File: config.mk
export PLATFORM = sky130hd
export DESIGN_NAME = mcdt_formatter
export DESIGN_NICKNAME = d
export VERILOG_FILES = /design/src/rtl/mcdt_fmt_pkg.sv /design/src/rtl/mcdt_fmt_fifo.sv /design/src/rtl/mcdt_formatter.sv
export SDC_FILE = /design/constraint.sdc
export NUM_CORES = 2
export LEC_CHECK = 0
export BUFFER_PORTS_ARGS = -buffer_cell sky130_fd_sc_hd__buf_2
export CAP_MARGIN = 20
export CORE_MARGIN = 2
export CORE_UTILIZATION = 36
export CTS_BUF_LIST = sky130_fd_sc_hd__clkbuf_8
export DETAILED_ROUTE_END_ITERATION = 8
export SETUP_SLACK_MARGIN = 0.3
export SLEW_MARGIN = 20
export SYNTH_ARGS = -nofsm -noshare
export SYNTH_HDL_FRONTEND = slang
export SYNTH_HIERARCHICAL = 1
export SYNTH_SLANG_ARGS = --single-unit
File: constraint.sdc
create_clock -name clk_i -period 12.5 [get_ports clk_i]
set_clock_uncertainty 0.05 [all_clocks]
set_input_delay 0.625 -clock clk_i [delete_from_list [all_inputs] [get_ports clk_i]]
set_output_delay 0.625 -clock clk_i [all_outputs]
set_load 0.1 [all_outputs]
File: src/rtl/mcdt_fmt_pkg.sv
// Shared constants and types for the mcdt packet formatter.
// The channel ring helper keeps the round-robin search in one place.
package mcdt_fmt_pkg;

   localparam int unsigned CH_NUM  = 3;
   localparam int unsigned CH_ID_W = 2;
   localparam int unsigned LEN_W   = 5;

   typedef enum logic [1:0] {IDLE, REQ, SEND} fmt_state_e;

   typedef struct packed {
      logic [CH_ID_W-1:0] chid;
      logic [LEN_W-1:0]   length;
   } fmt_pkt_t;

   // Channel reached by stepping `off` places round the ring from `ch`.
   function automatic logic [CH_ID_W-1:0] ch_step(input logic [CH_ID_W-1:0] ch,
                                                  input int unsigned        off);
      int unsigned sum;
      sum = (32'(ch) + off) % CH_NUM;
      return CH_ID_W'(sum);
   endfunction

endpackage

File: src/rtl/mcdt_fmt_fifo.sv
// Per-channel synchronous FIFO with combinational head read.
// DEPTH must be a power of two (>= 2) so the pointers wrap naturally.
module mcdt_fmt_fifo #(
   parameter int unsigned DEPTH = 16,
   parameter int unsigned WIDTH = 32
) (
   input  logic                   clk_i,
   input  logic                   rstn_i,
   input  logic                   push_i,
   input  logic                   pop_i,
   input  logic [WIDTH-1:0]       data_i,
   output logic [WIDTH-1:0]       data_o,
   output logic                   full_o,
   output logic                   empty_o,
   output logic [$clog2(DEPTH):0] count_o
);
   localparam int unsigned AW       = $clog2(DEPTH);
   localparam logic [AW:0] FULL_CNT = (AW+1)'(DEPTH);

   logic [WIDTH-1:0] r_mem [DEPTH];
   logic [AW-1:0]    r_wptr;
   logic [AW-1:0]    r_rptr;
   logic [AW:0]      r_count;
   logic             w_push;
   logic             w_pop;

   // A pop frees the slot in the same cycle, so a full FIFO may still take a push.
   assign w_pop  = pop_i && (r_count != '0);
   assign w_push = push_i && ((r_count != FULL_CNT) || w_pop);

   always_ff @(posedge clk_i or negedge rstn_i) begin
      if (!rstn_i) begin
         r_wptr  <= '0;
         r_rptr  <= '0;
         r_count <= '0;
      end else begin
         if (w_push) r_wptr <= r_wptr + 1'b1;
         if (w_pop)  r_rptr <= r_rptr + 1'b1;
         r_count <= r_count + {{AW{1'b0}}, w_push} - {{AW{1'b0}}, w_pop};
      end
   end

   always_ff @(posedge clk_i) begin
      if (w_push) r_mem[r_wptr] <= data_i;
   end

   assign data_o  = r_mem[r_rptr];
   assign full_o  = (r_count == FULL_CNT);
   assign empty_o = (r_count == '0);
   assign count_o = r_count;

endmodule

File: src/rtl/mcdt_formatter.sv
// Buffers the arbitrated mcdt word stream per channel and emits fixed-length
// packets over a request/grant handshake, serving channels round-robin.
module mcdt_formatter
   import mcdt_fmt_pkg::*;
#(
   parameter int unsigned FIFO_DEPTH = 16,
   parameter int unsigned PKT_LEN    = 4
) (
   input  logic        clk_i,
   input  logic        rstn_i,
   input  logic [31:0] mcdt_data_i,
   input  logic        mcdt_val_i,
   input  logic [1:0]  mcdt_id_i,
   output logic        fmt_req_o,
   input  logic        fmt_grant_i,
   output logic [1:0]  fmt_chid_o,
   output logic [4:0]  fmt_length_o,
   output logic        fmt_start_o,
   output logic        fmt_end_o,
   output logic [31:0] fmt_data_o,
   output logic [2:0]  fmt_ovf_o
);
   localparam int unsigned       CNT_W     = $clog2(FIFO_DEPTH) + 1;
   localparam int unsigned       BEAT_W    = (PKT_LEN > 1) ? $clog2(PKT_LEN) : 1;
   localparam logic [BEAT_W-1:0] LAST_BEAT = BEAT_W'(PKT_LEN - 1);

   fmt_state_e         r_state, w_state_nxt;
   fmt_pkt_t           r_pkt, w_pkt_nxt;
   logic [CH_ID_W-1:0] r_rr_ptr, w_rr_nxt;
   logic [BEAT_W-1:0]  r_beat, w_beat_nxt;
   logic               r_start, w_start_nxt;
   logic               r_end, w_end_nxt;
   logic [31:0]        r_data, w_data_nxt;
   logic [CH_NUM-1:0]  r_ovf, w_ovf_nxt;

   logic [CH_NUM-1:0]  w_push, w_pop, w_full, w_empty, w_elig;
   logic [31:0]        w_rdata [CH_NUM];
   logic [CNT_W-1:0]   w_count [CH_NUM];
   logic [31:0]        w_head;
   logic               w_sel_found;
   logic [CH_ID_W-1:0] w_sel_ch;

   // Id 3 matches no channel, so those words vanish without touching any flag.
   for (genvar g = 0; g < CH_NUM; g++) begin : g_ch
      assign w_push[g] = mcdt_val_i && (mcdt_id_i == CH_ID_W'(g));
      assign w_elig[g] = (w_count[g] >= CNT_W'(PKT_LEN));

      mcdt_fmt_fifo #(
         .DEPTH (FIFO_DEPTH),
         .WIDTH (32)
      ) u_fifo (
         .clk_i   (clk_i),
         .rstn_i  (rstn_i),
         .push_i  (w_push[g]),
         .pop_i   (w_pop[g]),
         .data_i  (mcdt_data_i),
         .data_o  (w_rdata[g]),
         .full_o  (w_full[g]),
         .empty_o (w_empty[g]),
         .count_o (w_count[g])
      );
   end

   assign w_head    = w_rdata[r_pkt.chid];
   assign w_ovf_nxt = r_ovf | (w_push & w_full & ~w_pop);

   always_comb begin
      w_state_nxt = r_state;
      w_pkt_nxt   = r_pkt;
      w_rr_nxt    = r_rr_ptr;
      w_beat_nxt  = r_beat;
      w_start_nxt = 1'b0;
      w_end_nxt   = 1'b0;
      w_data_nxt  = '0;
      w_pop       = '0;
      w_sel_found = 1'b0;
      w_sel_ch    = r_rr_ptr;

      for (int unsigned k = 1; k <= CH_NUM; k++) begin
         if (!w_sel_found && w_elig[ch_step(r_rr_ptr, k)]) begin
            w_sel_found = 1'b1;
            w_sel_ch    = ch_step(r_rr_ptr, k);
         end
      end

      // Beat outputs are loaded on the edge that pops the word, so beat 0
      // appears the cycle right after the grant is sampled.
      unique case (r_state)
         IDLE: begin
            if (w_sel_found) begin
               w_state_nxt      = REQ;
               w_pkt_nxt.chid   = w_sel_ch;
               w_pkt_nxt.length = LEN_W'(PKT_LEN);
            end
         end
         REQ: begin
            if (fmt_grant_i) begin
               w_state_nxt          = SEND;
               w_beat_nxt           = '0;
               w_pop[r_pkt.chid]    = !w_empty[r_pkt.chid];
               w_data_nxt           = w_head;
               w_start_nxt          = 1'b1;
               w_end_nxt            = (LAST_BEAT == '0);
            end
         end
         SEND: begin
            if (r_beat == LAST_BEAT) begin
               w_state_nxt = IDLE;
               w_rr_nxt    = r_pkt.chid;
            end else begin
               w_beat_nxt        = r_beat + 1'b1;
               w_pop[r_pkt.chid] = !w_empty[r_pkt.chid];
               w_data_nxt        = w_head;
               w_end_nxt         = ((r_beat + 1'b1) == LAST_BEAT);
            end
         end
         default: w_state_nxt = IDLE;
      endcase
   end

   always_ff @(posedge clk_i or negedge rstn_i) begin
      if (!rstn_i) begin
         r_state  <= IDLE;
         r_pkt    <= '0;
         r_rr_ptr <= CH_ID_W'(2);
         r_beat   <= '0;
         r_start  <= 1'b0;
         r_end    <= 1'b0;
         r_data   <= '0;
         r_ovf    <= '0;
      end else begin
         r_state  <= w_state_nxt;
         r_pkt    <= w_pkt_nxt;
         r_rr_ptr <= w_rr_nxt;
         r_beat   <= w_beat_nxt;
         r_start  <= w_start_nxt;
         r_end    <= w_end_nxt;
         r_data   <= w_data_nxt;
         r_ovf    <= w_ovf_nxt;
      end
   end

   assign fmt_req_o    = (r_state == REQ);
   assign fmt_chid_o   = r_pkt.chid;
   assign fmt_length_o = r_pkt.length;
   assign fmt_start_o  = r_start;
   assign fmt_end_o    = r_end;
   assign fmt_data_o   = r_data;
   assign fmt_ovf_o    = r_ovf;

endmodule

# --- After elaboration in Yosys (flattened, before gate mapping) ---
# Memory sizes are Yosys's and may differ from the RTL's.
# Cells that the tools add are included.
totals:
  regBits: 85
  latch_bits: 0
  mem_bits_rw: 1536
  mem_bits_ro: 0
  output_inout_bits: 45
  word_cells: 144
  mem_count: 3
classes:
  n_addsub: 16
  multipliers: 0
  div: 3
  magnitude_cmp: 9
  n_eq_ne: 16
  shifts: 0
  muxes: 42
  bitwise: 6
  reduce_logical: 31
mem_list:
  columns: ["memory", "words", "width", "read_ports", "rd_clocked_by_memory_dff", "wr", "line_no", "text"]
  rows:
  - ["g_ch[0].u_fifo.r_mem", 16, 32, 1, 0, 1, "mcdt_fmt_fifo.sv:20", "logic [WIDTH-1:0] r_mem [DEPTH];"]
  - ["g_ch[1].u_fifo.r_mem", 16, 32, 1, 0, 1, "mcdt_fmt_fifo.sv:20", null]
  - ["g_ch[2].u_fifo.r_mem", 16, 32, 1, 0, 1, "mcdt_fmt_fifo.sv:20", null]
op_table:
  columns: ["cell", "count"]
  rows:
  - ["32-bit two-way mux", 4]
  - ["32-bit by 2-bit modulo with 32-bit output, second input constant", 3]
  - ["32-bit binary-select mux with 2-bit select", 1]
  - ["32-bit case mux with 2 select lines", 1]
  - ["4-bit by 1-bit adder with 4-bit output, second input constant", 6]
  - ["1-bit two-way mux", 18]
  - ["2-bit two-way mux", 8]
  - ["5-bit by 1-bit adder with 5-bit output", 3]
  - ["5-bit equality test, second input constant", 3]
  - ["5-bit by 3-bit greater-or-equal comparator with 1-bit output, second input constant", 3]
  - ["5-bit zero test", 3]
  - ["5-bit != test, second input constant", 3]
  - ["5-bit nonzero test", 3]
  - ["5-bit by 1-bit subtractor with 5-bit output", 3]
  - ["1-bit logical AND", 12]
  - ["2-bit by 3-bit less-than comparator with 1-bit output, second input constant", 4]
  - ["3-bit bitwise AND", 3]
  - ["1-bit binary-select mux with 2-bit select", 4]
  - ["2-bit equality test, second input constant", 4]
  - ["2-bit by 2-bit adder with 3-bit output, second input constant", 2]
  - ["3-bit two-way mux", 2]
  - ["2-bit != test, second input constant", 3]
  - ["2-bit case mux with 3 select lines", 1]
  - ["3-bit case mux with 2 select lines", 1]
  - ["17 further kinds", 25]

# --- Logic depth before layout (Yosys ltp) ---
depth:
  depth_word: 13
  depth_mapped: 17

# --- Hierarchy ---
# Netlist, hierarchy kept.
modules_own_cells:
  columns: ["mod", "instances", "cells_per_inst", "area_per_inst_um2", "seq_area_each_um2"]
  rows:
  - ["mcdt_fmt_fifo", 3, 1008, 20385.8, 15700.1]
  - ["mcdt_formatter", 1, 277, 2577.5, 1152.4]

# --- Least setup slack after synthesis ---
# OpenSTA, ideal clock, no wires.
synth_timing:
  kind: "reg2reg"
  start: "register r_state[1]"
  end: "memory g_ch[2].u_fifo.r_mem[3][0], enable pin"
  t_arrival_ns: 4.934
  required_ns: 11.989
  slack_ns: 7.055
  stages_incl_launch_ff: 11
  path_cell_list: "dfrtp_1 inv_1 ha_1 and2_1 nand2b_1 nand2_1 nor4b_1 o21a_1 clkbuf_1 nand2_1 nor3_1"
synth_between:
  elab_chain_len: 7
  elab_cells_between_ends: 8
  classes_between: "eq/ne (2); mux (3); reduce/logical (3)"
synth_rtl:
  columns: ["element", "line_no", "text"]
  rows:
  - ["start, declared", "mcdt_formatter.sv:27", "fmt_state_e r_state, w_state_nxt;"]
  - ["start signal, assigned", "mcdt_formatter.sv:132", "r_state <= w_state_nxt;"]
  - ["2-bit by 1-bit equality test with 1-bit output", null, null]
  - ["net fmt_req_o", "mcdt_formatter.sv:14", "output logic fmt_req_o,"]
  - ["3-bit case mux with 2 select lines", "mcdt_formatter.sv:88", "unique case (r_state)"]
  - ["net w_pop[2]", "mcdt_formatter.sv:36", "logic [CH_NUM-1:0] w_push, w_pop, w_full, w_empty, w_elig;"]
  - ["1-bit logical AND", "mcdt_fmt_fifo.sv:28", "assign w_pop = pop_i && (r_count != '0);"]
  - ["1-bit logical OR", "mcdt_fmt_fifo.sv:29", "assign w_push = push_i && ((r_count != FULL_CNT) || w_pop);"]
  - ["1-bit logical AND", "mcdt_fmt_fifo.sv:29", null]
  - ["net g_ch[2].u_fifo.w_push", "mcdt_fmt_fifo.sv:24", "logic w_push;"]
  - ["1-bit two-way mux", "mcdt_fmt_fifo.sv:44", "if (w_push) r_mem[r_wptr] <= data_i;"]
  - ["1-bit two-way mux (implied by the code)", "mcdt_fmt_fifo.sv:44", null]
  - ["end, declared", "mcdt_fmt_fifo.sv:20", null]
# The timed path passes the listed nets, and every way through them passes these cells.

==> run_results.csv <==
group,metric,value,unit
drt,drc,0,
drt,wl,172,mm
yosys,synth_area_leaders,"edfxtp_1 72%, mux4_2 6.6%, mux2i_1 6.5%",
placement,place_ws,7940,ps
sta,hold_violations,0,
global_routing,grt-ovfl-total,0,
sta,fin_setup_tns,0,ps
yosys,synth_seq_cells,1621,
sta,fmax,0.222,GHz
drt,viasPerCell,5.44,
finish,fin_util,41.2,%
yosys,synth_area,63700,sq um
yosys,synth_xor_area_share,0.412,%
cts,clock_sinks,1621,
global_routing,grt_pass1_vias,32200,
floorplanning,die_area,180000,sq um
yosys,synth_top_area_share,72.4,%
power,power_density,205,nW/um^2
setup_path,critPathCaptureType,"flop",
yosys,ys.flop_type,"edfxtp_1",
finish,final_nets,3667,
yosys,synth_top_area_cell,"edfxtp_1",
sta,slew-limit-headroom,20.2,%
yosys,async_flop_share,5.24,%
floorplanning,die_h,425,um
setup_path,setup.worst_path.start_class,"flop",
setup_path,worstSetupPathType,"flop to flop",
cts,cts_htree_levels,5,
worst_hold_path,hold_path_class,"input port to flop",
yosys,synth-compound-area-share,5.33,%
run_status,status,"complete, no violations",
sta,worstMarginPinSlew,1200,ps
sta,setup_viol,0,
yosys,ys_warn_count,6,
sta,fin_crit_sh,36.0,%
drt,drtIter0Drc,3966,
setup_path,crit_required,13360,ps
drt,num_vias,33300,
power,worst_ir_drop_vdd,0.000213,V
floorplanning,rows,154,
drt,detail-route-antenna-nets,0,
global_routing,grt_pass1_wl,242,mm
yosys,ys_top_cells_by_count,"1536 x edfxtp_1, 416 x mux2i_1, 192 x a221oi_1",
finish,syn_to_final_growth,13.9,%
yosys,syn_inst,3301,
cts,cts_made_buffers,283,
sta,fin_ws,8000,ps
power,finalPower,14.9,mW
finish,drive_gt1_share,20.4,%
run,max_cap_viol_count,0,
yosys,synth.distinct_cells,53,
placement,io_buffers,78,
setup_path,arrival,5360,ps
yosys,synth.most_common_cell,"edfxtp_1",
yosys,synthMuxAreaShare,13.4,%
sta,slew_violations,0,
floorplanning,die_w,425,um
yosys,synth_simple_gate_area_share,1.98,%
cts,cts_tree,"done",
yosys,postSynthAreaPerCell,19.3,sq um
cts,clk_latency,1040,ps
floorplanning,initial_utilization,36.2,%
sta,rsz0062_at_grt,"no",
global_routing,grt_max_degree,129,
global_routing,antenna_found_initial,14,
yosys,synth_edf_count,1536,
yosys,yosysSeqAreaShare,75.7,%
setup_path,worstPathMaxFanout,54,
yosys,synth_top_family_by_area,"multiplexers",
sta,layout_min_cycle_time,4500,ps
global_routing,grt_use_total,18.7,%
power,p_leak,24.0,nW
floorplanning,core_area,176000,sq um
floorplanning,io_pins,83,
cts,ctsRootBufferMaster,"clkbuf_8",
finish,fillers,15500,
cts,cts_max_path_buffers,4,
drt,drt-pass1-iter-count,6,
placement,gp_congestion,0.858,
drt,wl_per_cell,28.0,um
cts,path_clk_slew,60,ps
placement,dp_hpwl,101,mm
cts,post-cts-setup-buffers,0,
yosys,synth-adder-area-share,0.919,%
path summary, 6_finish.rpt:
kind | startpoint | end | slack [ps] | cells after the start
worst max-delay path | g_ch[2].u_fifo/r_rptr[0] | fmt_data_o[29] | 8000 | 10
worst min-delay path | mcdt_data_i[24] | g_ch[2].u_fifo/r_mem[0][24] | 70 | 1
worst max register to register | g_ch[2].u_fifo/r_rptr[0] | fmt_data_o[29] | 8000 | 10
worst min register to register | fmt_length_o[2] | fmt_length_o[2] | 420 | 1
max in group asynchronous | rstn_i | g_ch[1].u_fifo/r_rptr[0] | 10990 | 3
min in group asynchronous | rstn_i | g_ch[2].u_fifo/r_wptr[1] | 180 | 2
layer usage:
layer / global-route usage, % / wire, um / vias to the layer above
met1: 27.2 / 73900 / 17600
met5: 0 / 8 / -
li1: - / - / 14100
met2: 27.7 / 77600 / 1399
met3: 3.52 / 13300 / 263
met4: 7.69 / 6840 / 2
flip-flops by register name (all words and copies together) (netlist names):
name                 count
fmt_chid_o               2
fmt_data_o              32
fmt_end_o                1
fmt_length_o             1
fmt_ovf_o                3
fmt_start_o              1
g_ch.u_fifo/count_o     15
g_ch.u_fifo/r_mem     1536
g_ch.u_fifo/r_rptr      12
g_ch.u_fifo/r_wptr      12
r_beat                   2
r_rr_ptr                 2
r_state                  2
report_power, final:
part / internal, mW / total (mW) / switching [mW]
registers: 6.19 / 6.56 / 0.372
logic: 1.36 / 3.99 / 2.62
clock network: 2.28 / 4.36 / 2.08
total: 9.83 / 14.9 / 5.08
metrics by stage:
stage,hold WS [ps],area (sq um),cells
4_1_cts,62.3,72200,6107
5_1_grt,21.7,72600,6122
6_report,73.6,72600,6131
3_3_place_gp,406,66800,5602
3_5_place_dp,415,67200,5619
2_1_floorplan,279,63700,3304
layout make-up:
| type | count | area, sq um | area share, % |
|---|---|---|---|
| tap | 2340 | 2930 | 4.03 |
| sequential | 1621 | 48300 | 66.5 |
| timing repair buffer | 185 | 1740 | 2.40 |
| clock inverter | 183 | 846 | 1.17 |
| multi-input combinational | 1446 | 14500 | 19.9 |
| inverter | 47 | 176 | 0.243 |
| clock buffer | 299 | 4120 | 5.67 |
| antenna | 10 | 25.0 | 0.0345 |
cell usage in the layout (no fill, tap or decap), types with 14 or more instances in the layout:
| cell | instances |
|---|---|
| edfxtp_1 | 1536 |
| mux2i_1 | 416 |
| clkbuf_8 | 299 |
| a221oi_1 | 192 |
| mux4_2 | 186 |
| inv_1 | 146 |
| nand2_1 | 128 |
| o21ai_0 | 101 |
| a22oi_1 | 96 |
| dfrtp_1 | 76 |
| buf_4 | 74 |
| buf_2 | 72 |
| nor2_1 | 65 |
| clkinv_1 | 53 |
| a21oi_1 | 44 |
| ha_1 | 42 |
| nor2_4 | 36 |
| clkinv_2 | 21 |
| xnor2_1 | 21 |
| buf_16 | 17 |
| buf_12 | 14 |
what timing repair did:
| action | CTS | global route |
|---|---|---|
| resized for setup | 0 | 0 |
| hold buffers | 6 | 2 |
| hold endpoints to repair | 47 | 26 |
kinds of logic after synthesis:
kind of cell	after synthesis
fa+ha+maj	45
simple gates	290
xor+xnor	30
other cells	1
flops	1621
buf+inv	237
mux	613
compound gates	464
worst max-delay path: stages (launching register included):
cell	delay (ps)
dfrtp_4	1080
buf_4	870
buf_4	780
mux2i_1	160
a221oi_1	570
o21ai_0	170
nand2_1	280
mux2i_1	140
nor2_1	160
a21oi_1	60
nor2_1	80
Note: power is estimated with default switching activity, not from simulation.
